--- src/rtl/wave_ram_arbiter.sv ---
// Wave RAM arbiter: shares a single-port 16-byte wave RAM between the CPU
// (FF30-FF3F) and the channel 3 sample fetcher. Each RAM cycle is a
// precharge phase followed by an access phase. CH3 has priority. While CH3
// plays, the CPU only reaches the RAM shortly after a CH3 access.
module wave_ram_arbiter #(
   parameter int CPU_WINDOW = 2
) (
   input  logic       cclk,
   input  logic       reset,
   input  logic       cpu_sel,
   input  logic [3:0] cpu_a,
   input  logic       soc_rd,
   input  logic       soc_wr,
   input  logic [7:0] cpu_wd,
   input  logic       ch3_active,
   input  logic       ch3_fetch,
   input  logic [4:0] ch3_pos,
   input  logic [7:0] wave_rd,
   output logic [3:0] wave_a,
   output logic [7:0] wave_wd,
   output logic       n_wave_rd,
   output logic       n_wave_wr,
   output logic       wave_bl_pch,
   output logic [3:0] ch3_sample,
   output logic [7:0] cpu_rd_data,
   output logic       cpu_rd_valid,
   output logic       busy
);

   localparam int WIN_MAX = CPU_WINDOW + 1;
   localparam int WIN_W   = $clog2(WIN_MAX + 1);

   typedef enum logic [1:0] {S_IDLE = 2'd0, S_PCH = 2'd1, S_ACC = 2'd2} state_t;

   state_t           state_q, state_d;
   logic             req_prev_q;
   logic             cpu_pend_q, cpu_pend_d;
   logic             cpu_rd_q, cpu_rd_d;
   logic [3:0]       cpu_a_q, cpu_a_d;
   logic [7:0]       cpu_wd_q, cpu_wd_d;
   logic             ch3_pend_q, ch3_pend_d;
   logic [4:0]       ch3_pos_q, ch3_pos_d;
   logic             gnt_ch3_q, gnt_ch3_d;
   logic             gnt_rd_q, gnt_rd_d;
   logic             gnt_lo_q, gnt_lo_d;
   logic [3:0]       wave_a_q, wave_a_d;
   logic [7:0]       wave_wd_q, wave_wd_d;
   logic [3:0]       last_idx_q, last_idx_d;
   logic [3:0]       ch3_sample_q, ch3_sample_d;
   logic [7:0]       cpu_rd_data_q, cpu_rd_data_d;
   logic             cpu_rd_valid_q, cpu_rd_valid_d;
   logic [WIN_W-1:0] win_q, win_d;

   logic cpu_req, cpu_edge, ch3_acc, in_window, cpu_inflight;
   logic cpu_accept, cpu_reject, ch3_new, cpu_pend_eff, ch3_pend_eff;
   logic grant_ch3, grant_cpu;

   // Request capture: edge detect, window test, and the latched request fields.
   // NOTE: every combinational output gets a default first so no latch is inferred.
   always_comb begin
      cpu_req      = cpu_sel & (soc_rd | soc_wr);
      cpu_edge     = cpu_req & ~req_prev_q;
      ch3_acc      = (state_q == S_ACC) & gnt_ch3_q;
      in_window    = ch3_acc | (win_q <= WIN_W'(CPU_WINDOW));
      cpu_inflight = (state_q != S_IDLE) & ~gnt_ch3_q;
      cpu_accept   = cpu_edge & ~cpu_pend_q & (~ch3_active | in_window);
      cpu_reject   = cpu_edge & ~cpu_pend_q & ~cpu_inflight & ch3_active & ~in_window;
      ch3_new      = ch3_fetch & ch3_active;
      cpu_pend_eff = cpu_pend_q | cpu_accept;
      ch3_pend_eff = ch3_pend_q | ch3_new;
      // A request arriving this cycle is visible to the arbiter immediately.
      cpu_rd_d     = cpu_accept ? soc_rd : cpu_rd_q;
      cpu_a_d      = cpu_accept ? (ch3_active ? last_idx_q : cpu_a) : cpu_a_q;
      cpu_wd_d     = cpu_accept ? cpu_wd : cpu_wd_q;
      ch3_pos_d    = ch3_new ? ch3_pos : ch3_pos_q;
   end

   // Arbiter FSM next state: CH3 wins over CPU whenever a new RAM cycle starts.
   always_comb begin
      state_d   = state_q;
      grant_ch3 = 1'b0;
      grant_cpu = 1'b0;
      case (state_q)
         S_IDLE, S_ACC: begin
            if (ch3_pend_eff) begin
               grant_ch3 = 1'b1;
               state_d   = S_PCH;
            end else if (cpu_pend_eff) begin
               grant_cpu = 1'b1;
               state_d   = S_PCH;
            end else begin
               state_d = S_IDLE;
            end
         end
         S_PCH:   state_d = S_ACC;
         default: state_d = S_IDLE;
      endcase
   end

   // Datapath next state: grant bookkeeping, end-of-access capture, window count.
   always_comb begin
      cpu_pend_d     = cpu_pend_eff & ~grant_cpu;
      ch3_pend_d     = ch3_pend_eff & ~grant_ch3;
      gnt_ch3_d      = gnt_ch3_q;
      gnt_rd_d       = gnt_rd_q;
      gnt_lo_d       = gnt_lo_q;
      wave_a_d       = wave_a_q;
      wave_wd_d      = wave_wd_q;
      last_idx_d     = last_idx_q;
      ch3_sample_d   = ch3_sample_q;
      cpu_rd_data_d  = cpu_rd_data_q;
      cpu_rd_valid_d = 1'b0;
      if (grant_ch3) begin
         gnt_ch3_d = 1'b1;
         gnt_rd_d  = 1'b1;
         gnt_lo_d  = ch3_pos_d[0];
         wave_a_d  = ch3_pos_d[4:1];
      end else if (grant_cpu) begin
         gnt_ch3_d = 1'b0;
         gnt_rd_d  = cpu_rd_d;
         wave_a_d  = cpu_a_d;
         if (!cpu_rd_d) wave_wd_d = cpu_wd_d;
      end
      if (state_q == S_ACC) begin
         if (gnt_ch3_q) begin
            last_idx_d   = wave_a_q;
            ch3_sample_d = gnt_lo_q ? wave_rd[3:0] : wave_rd[7:4];
         end else if (gnt_rd_q) begin
            cpu_rd_data_d  = wave_rd;
            cpu_rd_valid_d = 1'b1;
         end
      end
      // A locked-out read answers with open-bus data without touching the RAM.
      if (cpu_reject && soc_rd) begin
         cpu_rd_data_d  = 8'hFF;
         cpu_rd_valid_d = 1'b1;
      end
      if (ch3_acc)                         win_d = WIN_W'(1);
      else if (win_q == WIN_W'(WIN_MAX))   win_d = win_q;
      else                                 win_d = win_q + WIN_W'(1);
   end

   // State registers; reset abandons any access and reopens nothing.
   // NOTE: sequential state uses non-blocking assignments so all registers update together.
   always_ff @(posedge cclk or posedge reset) begin
      if (reset) begin
         state_q        <= S_IDLE;
         req_prev_q     <= 1'b0;
         cpu_pend_q     <= 1'b0;
         cpu_rd_q       <= 1'b0;
         cpu_a_q        <= 4'd0;
         cpu_wd_q       <= 8'd0;
         ch3_pend_q     <= 1'b0;
         ch3_pos_q      <= 5'd0;
         gnt_ch3_q      <= 1'b0;
         gnt_rd_q       <= 1'b0;
         gnt_lo_q       <= 1'b0;
         wave_a_q       <= 4'd0;
         wave_wd_q      <= 8'd0;
         last_idx_q     <= 4'd0;
         ch3_sample_q   <= 4'd0;
         cpu_rd_data_q  <= 8'd0;
         cpu_rd_valid_q <= 1'b0;
         win_q          <= WIN_W'(WIN_MAX);
      end else begin
         state_q        <= state_d;
         req_prev_q     <= cpu_req;
         cpu_pend_q     <= cpu_pend_d;
         cpu_rd_q       <= cpu_rd_d;
         cpu_a_q        <= cpu_a_d;
         cpu_wd_q       <= cpu_wd_d;
         ch3_pend_q     <= ch3_pend_d;
         ch3_pos_q      <= ch3_pos_d;
         gnt_ch3_q      <= gnt_ch3_d;
         gnt_rd_q       <= gnt_rd_d;
         gnt_lo_q       <= gnt_lo_d;
         wave_a_q       <= wave_a_d;
         wave_wd_q      <= wave_wd_d;
         last_idx_q     <= last_idx_d;
         ch3_sample_q   <= ch3_sample_d;
         cpu_rd_data_q  <= cpu_rd_data_d;
         cpu_rd_valid_q <= cpu_rd_valid_d;
         win_q          <= win_d;
      end
   end

   assign wave_bl_pch  = (state_q == S_PCH);
   assign n_wave_rd    = ~((state_q == S_ACC) & gnt_rd_q);
   assign n_wave_wr    = ~((state_q == S_ACC) & ~gnt_rd_q);
   assign busy         = (state_q != S_IDLE) | cpu_pend_q | ch3_pend_q;
   assign wave_a       = wave_a_q;
   assign wave_wd      = wave_wd_q;
   assign ch3_sample   = ch3_sample_q;
   assign cpu_rd_data  = cpu_rd_data_q;
   assign cpu_rd_valid = cpu_rd_valid_q;

endmodule
--- config.mk ---
export PLATFORM = sky130hd
export DESIGN_NAME = wave_ram_arbiter
export DESIGN_NICKNAME = d
export VERILOG_FILES = /design/src/rtl/wave_ram_arbiter.sv
export SDC_FILE = /design/constraint.sdc
export NUM_CORES = 1
export LEC_CHECK = 0
export CAP_MARGIN = 5
export CORE_MARGIN = 2
export CORE_UTILIZATION = 40
export CTS_BUF_LIST = sky130_fd_sc_hd__clkbuf_16
export CTS_CLUSTER_DIAMETER = 40
export CTS_CLUSTER_SIZE = 30
export DETAILED_ROUTE_END_ITERATION = 6
export GPL_TIMING_DRIVEN = 1
export PLACE_DENSITY_LB_ADDON = 0.3
export SLEW_MARGIN = 20
export SYNTH_ARGS = -nofsm -noshare
export SYNTH_HDL_FRONTEND = slang
export SYNTH_SLANG_ARGS = --single-unit
--- constraint.sdc ---
create_clock -name cclk -period 6.8 [get_ports cclk]
set_clock_uncertainty 0.15 [all_clocks]
set_input_delay 1.02 -clock cclk [delete_from_list [all_inputs] [get_ports cclk]]
set_output_delay 1.02 -clock cclk [all_outputs]
set_load 0.01 [all_outputs]
==> results of run 1 <==
cells in the final DEF (no fill, tap or decap), types with 2 or more instances in the layout:
| cell type | netlist | layout |
|---|---|---|
| sky130_fd_sc_hd__clkdlybuf4s50_1 | 0 | 60 |
| sky130_fd_sc_hd__dfrtp_1 | 55 | 55 |
| sky130_fd_sc_hd__nand2_1 | 36 | 36 |
| sky130_fd_sc_hd__inv_1 | 14 | 16 |
| sky130_fd_sc_hd__mux2_2 | 12 | 12 |
| sky130_fd_sc_hd__mux2i_1 | 11 | 11 |
| sky130_fd_sc_hd__clkbuf_16 | 0 | 9 |
| sky130_fd_sc_hd__nor2_1 | 8 | 8 |
| sky130_fd_sc_hd__mux2_1 | 8 | 8 |
| sky130_fd_sc_hd__nand3_1 | 8 | 8 |
| sky130_fd_sc_hd__nor3_1 | 7 | 7 |
| sky130_fd_sc_hd__mux2_4 | 5 | 5 |
| sky130_fd_sc_hd__o21ai_0 | 5 | 5 |
| sky130_fd_sc_hd__a21oi_1 | 3 | 3 |
| sky130_fd_sc_hd__a211oi_1 | 3 | 3 |
| sky130_fd_sc_hd__nor2b_1 | 2 | 2 |
| sky130_fd_sc_hd__o21a_1 | 2 | 2 |
| sky130_fd_sc_hd__or3_1 | 2 | 2 |
| sky130_fd_sc_hd__a221oi_1 | 2 | 2 |
| sky130_fd_sc_hd__clkinv_1 | 0 | 2 |
| sky130_fd_sc_hd__dfstp_2 | 2 | 2 |
worst paths after layout:
path                                  endpoint  cells after the start
max in group asynchronous          cpu_wd_q[5]                      3
worst min-delay path             last_idx_q[2]                      2
worst max-delay path                 wave_a[1]                      6
min in group asynchronous       cpu_rd_data[2]                      3
worst min register to register   last_idx_q[2]                      2
worst max register to register       wave_a[1]                      5
report_power, final:
part / switching, W / internal (W) / total [W] / leakage, nW
clock: 0.000131 / 0.000234 / 0.000365 / 0.130
combinational: 0.000241 / 0.000321 / 0.000562 / 0.743
sequential: 0.000105 / 0.000500 / 0.000604 / 0.680
layer usage:
metal,global-route usage,vias up,wire length (um)
li1,-,844,-
met1,0.222,865,2370
met2,0.265,50,2470
met3,0.0391,7,247
met4,0.0984,0,71
met5,0,-,0
flip-flops by register name, indices dropped and copies added, names as in the netlist:
signal and cells:
cpu_rd_data 8, cpu_wd_q 8, wave_wd 8, ch3_pos_q 5
ch3_sample 4, cpu_a_q 4, last_idx_q 4, wave_a 4
state_q 2, win_q 2, ch3_pend_q 1, cpu_pend_q 1
cpu_rd_q 1, cpu_rd_valid 1, gnt_ch3_q 1, gnt_lo_q 1
gnt_rd_q 1, req_prev_q 1
final cells by class:
| class | count | area [um^2] | area share |
|---|---|---|---|
| clock buffers | 9 | 225 | 0.0667 |
| well taps | 75 | 93.8 | 0.0278 |
| repair buffers | 62 | 619 | 0.183 |
| flip-flops and latches | 57 | 1430 | 0.423 |
| clock inverters | 5 | 18.8 | 0.00556 |
| multi-input cells | 130 | 940 | 0.278 |
| inverters | 14 | 52.6 | 0.0156 |
worst register-to-register path: stages (launching register included):
cell	delay [ns]
sky130_fd_sc_hd__dfrtp_1	0.54
sky130_fd_sc_hd__nand3b_4	0.37
sky130_fd_sc_hd__a2111oi_4	0.70
sky130_fd_sc_hd__buf_6	0.24
sky130_fd_sc_hd__mux2_2	0.36
sky130_fd_sc_hd__a221oi_1	0.27
kinds of logic after synthesis:
kind of cell               share of synthesized area
DFF                                            0.579
AOI/OAI and AO/OA                             0.0689
adders and majority gates                    0.00507
muxes                                          0.166
buffers and inverters                         0.0410
xor gates and xnor gates                     0.00355
and+or+nand+nor                                0.137
per-stage QoR:
step	util	power, W	hold WS, ns
floorplan	-	0.000915	0.296
global placement	0.524	0.00116	0.310
detailed placement	0.524	0.00117	0.313
CTS	0.565	0.00155	0.325
global route	0.567	0.00164	0.347
finish	0.567	0.00153	0.318
==> results.py, run 1 <==
metrics = {
    "placement": {
        "numPlacedInstances": 337,
        "post-dp-hpwl_um": 3620,
        "place_ws_ns": 2.87,
        "placement.cell_area_um2": 3120,
        "port_buffers": 60,
        "gp_congestion": 0.809,
    },
    "yosys": {
        "yosys_warnings": 0,
        "post_syn_nets": 242,
        "synth-edff-count": 0,
        "synth.top_cells.by_count": "sky130_fd_sc_hd__dfrtp_1, sky130_fd_sc_hd__nand2_1, sky130_fd_sc_hd__inv_1, sky130_fd_sc_hd__mux2_2, sky130_fd_sc_hd__mux2i_1",
        "synthDominantCellAreaShare": 0.557,
        "fraction_of_registers_with_async_set_reset": 1.00,
        "synthDistinctLibCells": 38,
        "synthesis.instances": 209,
        "synth.most_common_cell": "sky130_fd_sc_hd__dfrtp_1",
        "synth.avg_cell_area_um2": 11.8,
        "synth.area.top_cells": "sky130_fd_sc_hd__dfrtp_1, sky130_fd_sc_hd__nand2_1, sky130_fd_sc_hd__mux2_2",
        "syn-cell-area_um2": 2470,
        "synth_top_area_cell": "sky130_fd_sc_hd__dfrtp_1",
        "synth_top_flop_cell": "sky130_fd_sc_hd__dfrtp_1",
        "yosysSeqAreaShare": 0.579,
        "ys_seq_elements": 57,
    },
    "power": {
        "p_leak_nw": 1.55,
        "p_per_area_nw_per_um2": 453,
        "vdd_ir_drop_max_mv": 0.205,
    },
    "layout": {
        "drive_gt1_frac": 0.137,
        "post-route-cell-area_um2": 3380,
        "instances_no_fill": 352,
        "syn2layout_area_growth_pct": 36.8,
        "filler_cell_count_in_the_final_layout": 525,
        "nNetsFinal": 307,
        "n_antenna_cell": 0,
    },
    "critical_path": {
        "timing.reg2reg.setup_slack_ns": 4.06,
        "cp_max_fo": 7,
        "critical-path-max-stage-delay_ns": 0.69,
        "capturing_element_type_of_the_critical_path": "flop",
        "crit-reg2reg-launch": "state_q[0]",
        "cp_data_arrival_time_ns": 3.40,
        "crit_path_start": "ch3_active",
        "critPathRequiredTime_ns": 6.85,
        "crit_type": "in2reg",
        "timing.critical_path.buf_inv": 2,
        "max_stage_delay_cell_worst_path": "sky130_fd_sc_hd__a2111oi_4",
        "setup.worst_path.start_class": "primary input",
        "worstPathCellList": "clkdlybuf4s50_1 > and2_4 > a2111oi_4 > buf_6 > mux2_2 > a221oi_1",
        "cp_top_delay_family": "compound AO/OA/AOI/OAI gates",
    },
    "grt": {
        "grt_antenna_before_repair": 0,
        "grt-ovfl-total": 0,
        "grt_pass1_wl_um": 8510,
        "pin_count_of_the_biggest_net_entering_global_routing": 58,
        "track_usage": 0.172,
        "first_global_vias": 1788,
    },
    "detailed_routing": {
        "route.vias.total": 1766,
        "vias_per_cell": 5.02,
        "first_pass_iters": 4,
        "dr.first_iter.drc_count": 113,
        "drt_wl_total_um": 5150,
        "detail-route-antenna-nets": 0,
        "drc": 0,
        "post_drt_wl_per_cell_um": 14.6,
    },
    "sta": {
        "final.min_clock_period_ns": 3.35,
        "timing.slew.headroom": 0.537,
        "rsz0062_at_grt": "no",
        "setup-tns-final_ns": 0,
        "finalHoldViolations": 0,
        "min_period_over_period": 0.493,
        "final_report_max_slew_violation_count": 0,
        "timing.final.setup_violations": 0,
        "final_critical_path_setup_slack_ns": 3.45,
        "max_clock_freq_mhz": 298,
        "actual_slew_at_the_worst_max_slew_pin_ns": 0.695,
    },
    "clock_network": {
        "reg_clk_slew_reported_paths_ns": 0.05,
        "root_buffer": "sky130_fd_sc_hd__clkbuf_16",
        "tritoncts": "built",
        "worst_skew_pair.late_latency_ns": 0.31,
        "clock_sinks": 57,
        "htree_num_levels": 3,
        "hold_bufs_inserted_after_cts": 0,
        "cts-resized-gates": 0,
        "ctsLongestPathBuffers": 2,
        "cts-buffers-inserted": 9,
        "post_cts_repair_timing_setup_buffer_count": 0,
    },
    "floorplanning": {
        "core_region_area_um2": 5960,
        "pin_count": 61,
        "dieHeight_um": 82.6,
        "initial_cell_density_of_the_core": 0.415,
        "die_x_um": 82.6,
        "floorplan.rows": 28,
        "die-area_um2": 6820,
    },
    "hold_path": {
        "worst_hold_startpoint": "last_idx_q[2]",
        "worstHoldPathType": "reg2reg",
    },
    "run_status": {
        "run_status": "completed",
    },
    "job": {
        "maxCapViolations": 0,
    },
}
(Power assumes the default switching activity.)
==> run 2: changes to the inputs <==
==> constraint.sdc (replaced) <==
create_clock -name cclk -period 2.9 [get_ports cclk]
set_clock_uncertainty 0.15 [all_clocks]
set_input_delay 0.435 -clock cclk [delete_from_list [all_inputs] [get_ports cclk]]
set_output_delay 0.435 -clock cclk [all_outputs]
set_load 0.01 [all_outputs]
==> results.py, run 2 (synthesis results as in run 1) <==
metrics = {
    "floorplanning": {
        "dieHeight_um": 82.6,
        "floorplan.rows": 28,
        "core_region_area_um2": 5960,
        "die-area_um2": 6820,
        "initial_cell_density_of_the_core": 0.415,
        "die_x_um": 82.6,
        "pin_count": 61,
    },
    "placement": {
        "placement.cell_area_um2": 3170,
        "port_buffers": 60,
        "post-dp-hpwl_um": 3620,
        "gp_congestion": 0.792,
    },
    "detailed_routing": {
        "first_pass_iters": 4,
        "post_drt_wl_per_cell_um": 14.8,
        "route.vias.total": 1768,
        "vias_per_cell": 4.95,
        "dr.first_iter.drc_count": 107,
        "drt_wl_total_um": 5290,
        "detail-route-antenna-nets": 0,
        "drc": 0,
    },
    "clock_network": {
        "post_cts_repair_timing_setup_buffer_count": 0,
        "root_buffer": "sky130_fd_sc_hd__clkbuf_16",
        "cts-buffers-inserted": 9,
        "tritoncts": "built",
        "hold_bufs_inserted_after_cts": 0,
        "cts-resized-gates": 0,
        "worst_skew_pair.late_latency_ns": 0.32,
        "ctsLongestPathBuffers": 2,
        "htree_num_levels": 3,
        "reg_clk_slew_reported_paths_ns": 0.05,
        "clock_sinks": 57,
    },
    "run_status": {
        "run_status": "completed",
    },
    "critical_path": {
        "cp_max_fo": 14,
        "ff2ff_path_depth": 6,
        "crit_type": "reg2out",
        "crit_path_start": "state_q[0]",
        "crit-reg2reg-launch": "win_q[0]",
        "capturing_element_type_of_the_critical_path": "primary output",
        "setup.worst_path.start_class": "flop",
        "critPathRequiredTime_ns": 2.32,
        "cp_data_arrival_time_ns": 1.91,
    },
    "power": {
        "p_per_area_nw_per_um2": 1080,
        "vdd_ir_drop_max_mv": 0.565,
        "p_leak_nw": 1.58,
    },
    "hold_path": {
        "number_of_cells_on_the_worst_hold_path": 2,
        "worstHoldPathType": "reg2reg",
        "worst_hold_startpoint": "last_idx_q[3]",
    },
    "job": {
        "maxCapViolations": 0,
    },
    "layout": {
        "commonest_cells_after_routing_fill_and_taps_aside": "sky130_fd_sc_hd__clkdlybuf4s50_1, sky130_fd_sc_hd__dfrtp_1, sky130_fd_sc_hd__nand2_1, sky130_fd_sc_hd__inv_1, sky130_fd_sc_hd__mux2_2",
        "final_core_util": 0.579,
        "final_common_cell": "sky130_fd_sc_hd__clkdlybuf4s50_1",
        "drive_gt1_frac": 0.156,
        "n_antenna_cell": 0,
        "syn2layout_area_growth_pct": 39.6,
        "post-route-cell-area_um2": 3450,
        "nNetsFinal": 311,
    },
    "grt": {
        "pin_count_of_the_biggest_net_entering_global_routing": 58,
        "first_global_vias": 1829,
        "grt_antenna_before_repair": 0,
        "grt-ovfl-total": 0,
        "grt_pass1_wl_um": 8910,
        "track_usage": 0.178,
    },
    "sta": {
        "max_clock_freq_mhz": 400,
        "setup-tns-final_ns": 0,
        "final_report_max_slew_violation_count": 0,
        "min_period_over_period": 0.862,
        "final.min_clock_period_ns": 2.50,
        "actual_slew_at_the_worst_max_slew_pin_ns": 0.631,
        "timing.slew.headroom": 0.578,
        "timing.final.setup_violations": 0,
        "finalHoldViolations": 0,
        "rsz0062_at_grt": "no",
    },
}
run 2: worst max-delay path, cell delays in order, from the launching register on:
cell and delay (ns):
sky130_fd_sc_hd__dfrtp_1 0.37, sky130_fd_sc_hd__buf_4 0.18, sky130_fd_sc_hd__or4_1 0.54, sky130_fd_sc_hd__clkdlybuf4s50_1 0.50
run 2: per-layer routing:
metal / routed length, um / GRT usage
met4: 76 / 0.0770
met3: 298 / 0.0630
met1: 2380 / 0.231
met2: 2530 / 0.269
met5: 0 / 0
run 2: power breakdown:
| group | internal [W] | switching, W | leakage, nW |
|---|---|---|---|
| logic | 0.000770 | 0.000601 | 0.766 |
| registers | 0.00117 | 0.000225 | 0.680 |
| clock network | 0.000643 | 0.000327 | 0.135 |
| total | 0.00259 | 0.00115 | 1.58 |
run 2: worst paths after layout:
| path | endpoint | slack [ns] |
|---|---|---|
| max | busy | 0.40 |
| min | last_idx_q[3] | 0.32 |
| max reg2reg | wave_wd[6] | 0.53 |
| min reg2reg | last_idx_q[3] | 0.32 |
| max in group asynchronous | win_q[0] | 1.96 |
| min in group asynchronous | cpu_rd_data[1] | 0.34 |
run 2: metrics by stage:
step                instances  setup WS [ns]  hold slack (ns)  power (W)
finish                    357          0.401            0.321    0.00374
global route              357          0.306            0.339    0.00400
CTS                       357          0.403            0.325    0.00379
detailed placement        342          0.244            0.313    0.00278
global placement          342          0.295            0.308    0.00274
floorplan                 209          0.628            0.296    0.00215
run 2: final cells by class:
type | count | area [um^2]
tap | 75 | 93.8
multi-input combinational | 130 | 940
sequential | 57 | 1430
clock inverter | 6 | 50.0
inverter | 14 | 52.6
clock buffer | 9 | 225
fill | 519 | 2510
timing repair buffer | 66 | 658
==> run 3: changes to the inputs <==
--- a/config.mk
+++ b/config.mk
@@ -5,7 +5,7 @@
 export SDC_FILE = /design/constraint.sdc
 export NUM_CORES = 1
 export LEC_CHECK = 0
-export CAP_MARGIN = 5
+export CAP_MARGIN = 20
 export CORE_MARGIN = 2
 export CORE_UTILIZATION = 40
 export CTS_BUF_LIST = sky130_fd_sc_hd__clkbuf_16
==> results of run 3 <==
The final DEF is identical to that of run 2; final timing and power are the same.
